<file path="config.mk">
export PLATFORM = sky130hd
export DESIGN_NAME = alu_cmd_issuer
export DESIGN_NICKNAME = d
export VERILOG_FILES = /design/src/rtl/alu_cmd_issuer_pkg.sv /design/src/rtl/alu_cmd_fifo.sv /design/src/rtl/alu_cmd_issuer.sv
export SDC_FILE = /design/constraint.sdc
export NUM_CORES = 1
export LEC_CHECK = 0
export ABC_AREA = 1
export CAP_MARGIN = 20
export CORE_ASPECT_RATIO = 0.5
export CORE_MARGIN = 8
export CORE_UTILIZATION = 25
export DETAILED_ROUTE_END_ITERATION = 10
export PLACE_DENSITY = 0.48
export SYNTH_ARGS = -nofsm -noshare
export SYNTH_HDL_FRONTEND = slang
export SYNTH_SLANG_ARGS = --single-unit
</file>
<file path="constraint.sdc">
create_clock -name clk -period 3.8 [get_ports clk]
set_input_delay 0.57 -clock clk [delete_from_list [all_inputs] [get_ports clk]]
set_output_delay 0.57 -clock clk [all_outputs]
set_load 0.05 [all_outputs]
</file>
<file path="src/rtl/alu_cmd_issuer_pkg.sv">
`default_nettype none
// ============================================================================
// Module      : alu_cmd_issuer_pkg
// Description : Shared definitions for the ALU command issuer: opcode
//               encodings of the attached 4-bit ALU, the issuer FSM state
//               type, the queued-command record and the default FIFO depth.
// Revision    : 1.0 - initial release
// ============================================================================
package alu_cmd_issuer_pkg;

    localparam int DEPTH_DEFAULT = 4;

    // Opcodes understood by the 4-bit ALU
    localparam logic [2:0] OP_ADD = 3'b000;
    localparam logic [2:0] OP_SUB = 3'b001;
    localparam logic [2:0] OP_NOT = 3'b010;
    localparam logic [2:0] OP_AND = 3'b011;
    localparam logic [2:0] OP_OR  = 3'b100;
    localparam logic [2:0] OP_XOR = 3'b101;
    localparam logic [2:0] OP_LT  = 3'b110;
    localparam logic [2:0] OP_EQ  = 3'b111;

    typedef enum logic [1:0] {
        ST_IDLE  = 2'd0,
        ST_DRIVE = 2'd1,
        ST_HOLD  = 2'd2
    } state_t;

    typedef struct packed {
        logic [3:0] a;
        logic [3:0] b;
        logic [2:0] sel;
    } cmd_t;

    localparam int CMD_W = $bits(cmd_t);

endpackage
`default_nettype wire

</file>
<file path="src/rtl/alu_cmd_fifo.sv">
`default_nettype none
// ============================================================================
// Module      : alu_cmd_fifo
// Description : Synchronous FIFO for queued ALU commands. Power-of-two depth
//               so the read/write pointers wrap naturally.
//   clk, rst   : clock, asynchronous active-high reset
//   push       : write push_data (ignored when full)
//   pop        : discard head entry (ignored when empty)
//   pop_data   : current head entry (combinational)
//   full/empty : occupancy flags, count : occupancy 0..DEPTH
// Revision    : 1.0 - initial release
// ============================================================================
module alu_cmd_fifo #(
    parameter int DEPTH = 4,
    parameter int WIDTH = 11
) (
    input  logic                     clk,
    input  logic                     rst,
    input  logic                     push,
    input  logic [WIDTH-1:0]         push_data,
    input  logic                     pop,
    output logic [WIDTH-1:0]         pop_data,
    output logic                     full,
    output logic                     empty,
    output logic [$clog2(DEPTH):0]   count
);

    localparam int PTR_W = $clog2(DEPTH);
    localparam int CNT_W = PTR_W + 1;

    logic [PTR_W-1:0] wr_ptr;
    logic [PTR_W-1:0] rd_ptr;
    logic [WIDTH-1:0] mem [DEPTH];
    logic             do_push;
    logic             do_pop;

    assign full     = (count == CNT_W'(DEPTH));
    assign empty    = (count == '0);
    assign do_push  = push && !full;
    assign do_pop   = pop && !empty;
    assign pop_data = mem[rd_ptr];

    always_ff @(posedge clk or posedge rst) begin
        if (rst) begin
            wr_ptr <= '0;
            rd_ptr <= '0;
            count  <= '0;
        end else begin
            if (do_push) wr_ptr <= wr_ptr + PTR_W'(1);
            if (do_pop)  rd_ptr <= rd_ptr + PTR_W'(1);
            case ({do_push, do_pop})
                2'b10:   count <= count + CNT_W'(1);
                2'b01:   count <= count - CNT_W'(1);
                default: count <= count;
            endcase
        end
    end

    // Storage needs no reset: entries are only visible through count.
    always_ff @(posedge clk) begin
        if (do_push) mem[wr_ptr] <= push_data;
    end

endmodule
`default_nettype wire

</file>
<file path="src/rtl/alu_cmd_issuer.sv">
`default_nettype none
// ============================================================================
// Module      : alu_cmd_issuer
// Description : Queues ALU commands, drives them one at a time onto an
//               external combinational 4-bit ALU, captures the result and
//               flags and presents them on a valid/ready response port.
//   cmd_*      : command input handshake, operands and opcode
//   alu_*      : registered drive to the ALU / ALU return path
//   rsp_*      : registered response held until accepted
//   busy       : FSM active or commands queued, cmd_count : FIFO occupancy
// Revision    : 1.0 - initial release
// ============================================================================
module alu_cmd_issuer
    import alu_cmd_issuer_pkg::*;
#(
    parameter int DEPTH = DEPTH_DEFAULT
) (
    input  logic                   clk,
    input  logic                   rst,
    input  logic                   cmd_valid,
    output logic                   cmd_ready,
    input  logic [3:0]             cmd_a,
    input  logic [3:0]             cmd_b,
    input  logic [2:0]             cmd_sel,
    output logic [3:0]             alu_a,
    output logic [3:0]             alu_b,
    output logic [2:0]             alu_sel,
    input  logic [3:0]             alu_result,
    input  logic                   alu_carry,
    input  logic                   alu_overflow,
    input  logic                   alu_zero,
    output logic                   rsp_valid,
    input  logic                   rsp_ready,
    output logic [3:0]             rsp_result,
    output logic                   rsp_carry,
    output logic                   rsp_overflow,
    output logic                   rsp_zero,
    output logic [2:0]             rsp_sel,
    output logic                   busy,
    output logic [$clog2(DEPTH):0] cmd_count
);

    state_t state;
    state_t next_state;

    cmd_t   push_cmd;
    cmd_t   head_cmd;
    logic   fifo_full;
    logic   fifo_empty;
    logic   fifo_pop;
    logic   load_alu;
    logic   capture;
    logic   clear_rsp;

    assign push_cmd  = '{a: cmd_a, b: cmd_b, sel: cmd_sel};
    // full is derived purely from the occupancy count inside the FIFO
    assign cmd_ready = !fifo_full;
    assign busy      = (state != ST_IDLE) || !fifo_empty;

    alu_cmd_fifo #(
        .DEPTH (DEPTH),
        .WIDTH (CMD_W)
    ) u_fifo (
        .clk       (clk),
        .rst       (rst),
        .push      (cmd_valid && cmd_ready),
        .push_data (push_cmd),
        .pop       (fifo_pop),
        .pop_data  (head_cmd),
        .full      (fifo_full),
        .empty     (fifo_empty),
        .count     (cmd_count)
    );

    always_ff @(posedge clk or posedge rst) begin
        if (rst) state <= ST_IDLE;
        else     state <= next_state;
    end

    // Pop decisions use the pre-edge empty flag, so a command pushed on the
    // same edge is only seen (and popped) one edge later.
    always_comb begin
        next_state = state;
        fifo_pop   = 1'b0;
        load_alu   = 1'b0;
        capture    = 1'b0;
        clear_rsp  = 1'b0;
        case (state)
            ST_IDLE: begin
                if (!fifo_empty) begin
                    fifo_pop   = 1'b1;
                    load_alu   = 1'b1;
                    next_state = ST_DRIVE;
                end
            end
            ST_DRIVE: begin
                capture    = 1'b1;
                next_state = ST_HOLD;
            end
            ST_HOLD: begin
                if (rsp_valid && rsp_ready) begin
                    clear_rsp = 1'b1;
                    if (!fifo_empty) begin
                        fifo_pop   = 1'b1;
                        load_alu   = 1'b1;
                        next_state = ST_DRIVE;
                    end else begin
                        next_state = ST_IDLE;
                    end
                end
            end
            default: next_state = ST_IDLE;
        endcase
    end

    always_ff @(posedge clk or posedge rst) begin
        if (rst) begin
            alu_a        <= '0;
            alu_b        <= '0;
            alu_sel      <= '0;
            rsp_valid    <= 1'b0;
            rsp_result   <= '0;
            rsp_carry    <= 1'b0;
            rsp_overflow <= 1'b0;
            rsp_zero     <= 1'b0;
            rsp_sel      <= '0;
        end else begin
            if (load_alu) begin
                alu_a   <= head_cmd.a;
                alu_b   <= head_cmd.b;
                alu_sel <= head_cmd.sel;
            end
            // Flags are taken raw from the ALU regardless of opcode.
            if (capture) begin
                rsp_valid    <= 1'b1;
                rsp_result   <= alu_result;
                rsp_carry    <= alu_carry;
                rsp_overflow <= alu_overflow;
                rsp_zero     <= alu_zero;
                rsp_sel      <= alu_sel;
            end else if (clear_rsp) begin
                rsp_valid    <= 1'b0;
            end
        end
    end

endmodule
`default_nettype wire

</file>
==> impl_metrics.tcl, run 1 <==
set metrics [dict create \
    outcome "completed" \
    vias 2155 \
    die_x_um 177 \
    antenna_cells 0 \
    clkTransAtPathRegs_ns 0.06 \
    yosysUniqueCellTypes 21 \
    worstPathRequired_ns 3.23 \
    tightest_slew_ns 0.582 \
    dpl_cell_area_sq_um 3910 \
    routed_wl_um 7000 \
    fin_area_sq_um 4180 \
    layout.core_utilization 0.330 \
    fmax_mhz 385 \
    drt_pass1_iterations 4 \
    syn_avg_cell_area_sq_um 9.85 \
    finalCriticalPeriod_ns 2.60 \
    setup_viol 0 \
    ys_warn_count 0 \
    slew_headroom 0.612 \
    cts_setup_buffers 0 \
    synth_area_sq_um 3250 \
    final-seq-area_sq_um 2100 \
    drt_iter0_markers 133 \
    swShare 0.442 \
    seq_area_frac_synth 0.645 \
    hold_viol_final 0 \
    power_switching_mw 1.69 \
    cp-start-kind "flop" \
    portBuffers 48 \
    grt_overflow 0 \
    seqPwrFrac 0.343 \
    finalPower_mw 3.82 \
    track_usage 0.0845 \
    power_frac_comb 0.451 \
    path_class "flop to output pin" \
    clock_path_buffers 2 \
    crit_arrival_ns 2.03 \
    htreeDepth 3 \
    p_clk_frac 0.206 \
    syn-num-nets 358 \
    cts_tree "built" \
    core_area_sq_um 12700 \
    tns_ns 0 \
    dp_hpwl_um 4600 \
    drive_gt1_frac 0.0696 \
    p_int_mw 2.13 \
    die-area_sq_um 17100 \
    post-route-period-util 0.683 \
    syn_to_final_growth_pct 28.8 \
    power_density_nw_per_um2 913 \
    drc 0 \
    ios 49 \
    fin_nets 411 \
    grt_pass1_vias 2077 \
    max_cap_viol_count 0 \
    ant_nets 0 \
    whs_ns 0.468 \
    nFillCells 1287 \
    rsz0062_at_grt "false" \
    root_buffer "clkbuf_16" \
    maxSlewViolCount 0 \
    crit_fanout 12 \
    numCtsBuffers 9 \
    wl_per_cell_um 12.5 \
    skew_ns 0.00589 \
    r2r_slack_ns 1.74 \
    clock_latency_ns 0.34 \
    synth-seq-cells 75 \
    num_rows 29 \
    cts_num_sinks 75 \
    finalWeightedCongestion 0.716 \
    grt_pass1_wl_um 11100 \
    antenna_found_initial 0 \
    start_util 0.257 \
    hp-class "flop to flop" \
    syn_inst 330 \
    grt_max_degree 32 \
    via_per_inst 3.86 \
    cts-hold-fix-buffers 0 \
    cp-end-kind "output pin" \
    multi_input_area_sq_um 837 \
    die_y_um 96.6 \
    max-vdd-ir-drop_uv 409 \
    cts-resized-gates 0 \
    leakagePower_nw 1.94 \
]
[Yosys cell counts, drive strengths merged]
library cell  instances  area (sq um)
xor2                  2          17.5
fa                    1          20.0
nand3                34           183
nand2               124           475
edfxtp               44          1320
nand4                 2          12.5
inv                  63           236
nand3b                1          7.51
xnor2                 2          17.5
buf                  12          78.8
nor2                  5          21.3
o21ai                 4          20.0
ha                    5          62.6
dfrtp                31           776
[layer usage]
metal	up-vias	track usage	share of wire
met4	0	0.0308	0.013
met5	-	0	0
met1	985	0.104	0.48
li1	1122	-	-
met3	9	0.0376	0.065
met2	39	0.129	0.44
[power groups by stage]
stage | logic [mW] | clock network (mW) | registers (mW)
2_1_floorplan | 0.843 | 0 | 1.72
3_3_place_gp | 1.75 | 0 | 1.33
3_5_place_dp | 1.77 | 0 | 1.33
4_1_cts | 1.76 | 0.808 | 1.32
5_1_grt | 1.91 | 0.842 | 1.34
6_report | 1.72 | 0.786 | 1.31
[cell families (layout without fill, tap and decap cells)]
kind of cell    Yosys count  in the layout  share of synthesized area
simple gates            166            166                      0.215
flops                    75             75                      0.645
buf+inv                  75            133                     0.0970
fa+ha+maj                 6              6                     0.0254
compound gates            4              4                    0.00616
xor+xnor                  4              4                     0.0108
[through the flow]
| stage | std cells | setup WS, ns |
|---|---|---|
| after floorplan | 330 | 1.39 |
| after global placement | 542 | 1.21 |
| after detailed placement | 542 | 1.19 |
| after CTS | 558 | 1.16 |
| after global routing | 558 | 1.07 |
| final | 558 | 1.20 |
[final cells by class]
class,instances,share of cell area
Tap cell,170,0.0508
Timing Repair Buffer,54,0.126
Clock inverter,7,0.0120
Sequential cell,75,0.501
Inverter,63,0.0565
Multi-Input combinational cell,180,0.200
Clock buffer,9,0.0538
[layout by cell type (no fill, tap or decap)]
master,netlist,final
inv_6,0,3
clkinvlp_4,0,2
nand3b_1,1,1
nand3_4,1,1
ha_1,5,5
nand3_1,33,33
nand2_4,1,1
inv_2,2,2
xor2_1,2,2
nand2_1,122,122
clkbuf_16,0,9
clkinv_1,0,1
inv_1,61,61
nor2_1,4,4
xnor2_1,2,2
edfxtp_1,44,44
nand4_1,2,2
o21ai_0,4,4
buf_4,5,6
fa_1,1,1
clkdlybuf4s50_1,0,48
clkinv_2,0,1
dfrtp_1,31,31
nand2_2,1,1
nor2_2,1,1
[state kept, by name, indices dropped and copies added (netlist names)]
name           flops
rsp_valid          1
rsp_result         4
u_fifo.rd_ptr      2
alu_sel            3
alu_b              4
rsp_zero           1
alu_a              4
u_fifo.count       3
u_fifo.mem        44
state              2
rsp_carry          1
u_fifo.wr_ptr      2
rsp_overflow       1
rsp_sel            3
[critical path: stages, from the launching register on]
cell and delay [ns]:
dfrtp_1 0.56, inv_1 0.18, nand4_1 0.14, clkdlybuf4s50_1 0.81
[worst paths after layout]
check                        startpoint              end  cells after the start
max                            state[0]             busy                      3
min                        rsp_overflow     rsp_overflow                      2
min reg2reg                rsp_overflow     rsp_overflow                      2
max in group asynchronous           rst         alu_b[3]                      3
max reg2reg                    state[0]  u_fifo.count[2]                      9
min in group asynchronous           rst    rsp_result[2]                      3
Power figures use the tool's default switching activity.
==> inputs of run 2 (changes only) <==
PLACE_DENSITY = 0.5   (was 0.48)
clock period = 2.2 ns   (was 3.8 ns; I/O delays follow)
==> run 2 against run 1 <==
Register-to-register slack got worse by 1.4 ns. Critical path depth unchanged. Combinational power rose by 81%. Setup slack worse by 1.1 ns. Clock power increased by 82%. Clock skew increased by 0.0023 ns. Count of clock-buffer cells in the layout grew 2. Flip-flop and latch count did not move. Sequential share of layout area shrank 0.62 points. Wire length increased by 0.13%. Critical endpoint is now cmd_ready. Largest cell class unchanged.
==> impl_metrics.tcl, run 2 (synthesized netlist as in run 1, its figures left out) <==
set metrics [dict create \
    final_cells 562 \
    crit_arrival_ns 1.78 \
    syn_to_final_growth_pct 30.6 \
    max_cap_viol_count 0 \
    fin_nets 415 \
    tightest_slew_ns 0.526 \
    pre_cts_ws_ns -0.00698 \
    cp-end-kind "output pin" \
    cts_num_sinks 75 \
    grt_max_degree 26 \
    hold_viol_final 0 \
    r2r_end "u_fifo.count[2]" \
    slew_headroom 0.648 \
    worstPathRequired_ns 1.87 \
    finalPower_mw 6.74 \
    r2r_cells 9 \
    cts-hold-fix-buffers 0 \
    grt_pass1_vias 2258 \
    maxSlewViolCount 0 \
    portBuffers 48 \
    outcome "completed" \
    core_area_sq_um 12700 \
    fmax_mhz 473 \
    routed_wl_um 7010 \
    setup_viol 0 \
    layout_setup_ws_ns 0.0876 \
    drt_iter0_markers 123 \
    clock_latency_ns 0.33 \
    ios 49 \
    htreeDepth 3 \
    rsz0062_at_grt "false" \
    die-area_sq_um 17100 \
    dp_hpwl_um 4490 \
    final-seq-area_sq_um 2100 \
    mostFrequentLayoutCells "121 x nand2_1, 61 x inv_1, 47 x clkdlybuf4s50_1, 44 x edfxtp_1, 33 x nand3_1" \
    multi_input_area_sq_um 840 \
    clock_path_buffers 2 \
    antenna_found_initial 0 \
    largest_reg_flops 44 \
    crit_fanout 4 \
    via_per_inst 3.84 \
    path_cells "nor2_2 > nand2_2 > clkdlybuf4s50_1" \
    grt_pass1_wl_um 11500 \
    slowest_stage "clkdlybuf4s50_1" \
    skew_ns 0.00818 \
    numCtsBuffers 9 \
    path_class "flop to output pin" \
    cpPeakStageDelay_ns 0.72 \
    vias 2157 \
    die_y_um 96.6 \
    finalCriticalPeriod_ns 2.11 \
    top_register "u_fifo.mem" \
    cts-resized-gates 0 \
    drc 0 \
    post-route-period-util 0.960 \
    leakagePower_nw 1.96 \
    num_rows 29 \
    r2r_start "u_fifo.count[0]" \
    drt_pass1_iterations 4 \
    path_buf_inv 1 \
    r2r_slack_ns 0.31 \
    nFillCells 1277 \
    ant_nets 0 \
    power_density_nw_per_um2 1590 \
    grt_overflow 0 \
    cp-start-kind "flop" \
    max-vdd-ir-drop_uv 574 \
    hp-class "input port to asynchronous set/reset pin" \
    final_common_cell "nand2_1" \
    cts_setup_buffers 0 \
    track_usage 0.0850 \
    start_util 0.257 \
    clkTransAtPathRegs_ns 0.06 \
    wl_per_cell_um 12.5 \
    cpLargestDelayFamily "buffers and inverters" \
    drive_gt1_frac 0.0867 \
    tns_ns 0 \
    die_x_um 177 \
    antenna_cells 0 \
    dpl.cell_count 546 \
    finalWeightedCongestion 0.734 \
    root_buffer "clkbuf_16" \
    cts_tree "built" \
]
==> run 2: report_power, final <==
group          leakage, nW  switching, mW  internal (mW)
Combinational         1.05           2.12           1.00
Clock                0.129          0.557          0.875
Sequential           0.777          0.213           1.97
Total                 1.96           2.89           3.85
==> run 2: worst reg2reg max path: stages (launching register included) <==
cell,delay [ns]
dfrtp_2,0.43
nor2_2,0.20
nand2_2,0.11
nand2_4,0.11
ha_1,0.17
inv_1,0.06
fa_1,0.38
nand2_1,0.09
nand3b_1,0.09
xor2_1,0.14
==> run 2: area by class of cell <==
class,count,area share
clock buffer,11,0.0548
clock inverter,5,0.0133
inverter,63,0.0557
multi-input combinational,180,0.198
sequential,75,0.495
tap,170,0.0501
timing repair buffer,58,0.133
==> run 2: how the worst max path moves through the flow <==
| stage | cells past startpoint | start | slack, ns | to |
|---|---|---|---|---|
| after global placement | 11 | rsp_ready | 0.02 | u_fifo.count[2] |
| after global routing | 3 | u_fifo.count[0] | 0.03 | cmd_ready |
| after detailed placement | 11 | rsp_ready | -0.007 | u_fifo.count[2] |
| final | 3 | u_fifo.count[0] | 0.09 | cmd_ready |
| after CTS | 3 | u_fifo.count[0] | 0.05 | cmd_ready |
| after floorplan | 9 | u_fifo.count[1] | 0.003 | u_fifo.count[2] |
==> run 2: through the flow <==
stage                     hold WS, ns  utilization  area (sq um)
after floorplan                 0.429            -          3260
after global placement          0.453        0.312          3960
after detailed placement        0.459        0.312          3960
after CTS                       0.253        0.335          4240
after global routing            0.290        0.335          4240
final                           0.250        0.335          4240
==> run 2: per-layer routing <==
metal | vias up | wire length (um) | track usage
met5 | - | 0 | 0
met4 | 0 | 66 | 0.0328
met3 | 4 | 419 | 0.0345
met2 | 39 | 3320 | 0.141
met1 | 984 | 3210 | 0.0967
li1 | 1130 | - | -
==> inputs of run 3 (changes only) <==
ABC_CLOCK_PERIOD_IN_PS = 2200   (was not set)
CTS_CLUSTER_SIZE = 8   (was not set)
==> results of run 3 <==
The final DEF is identical to that of run 2; final timing and power are the same.
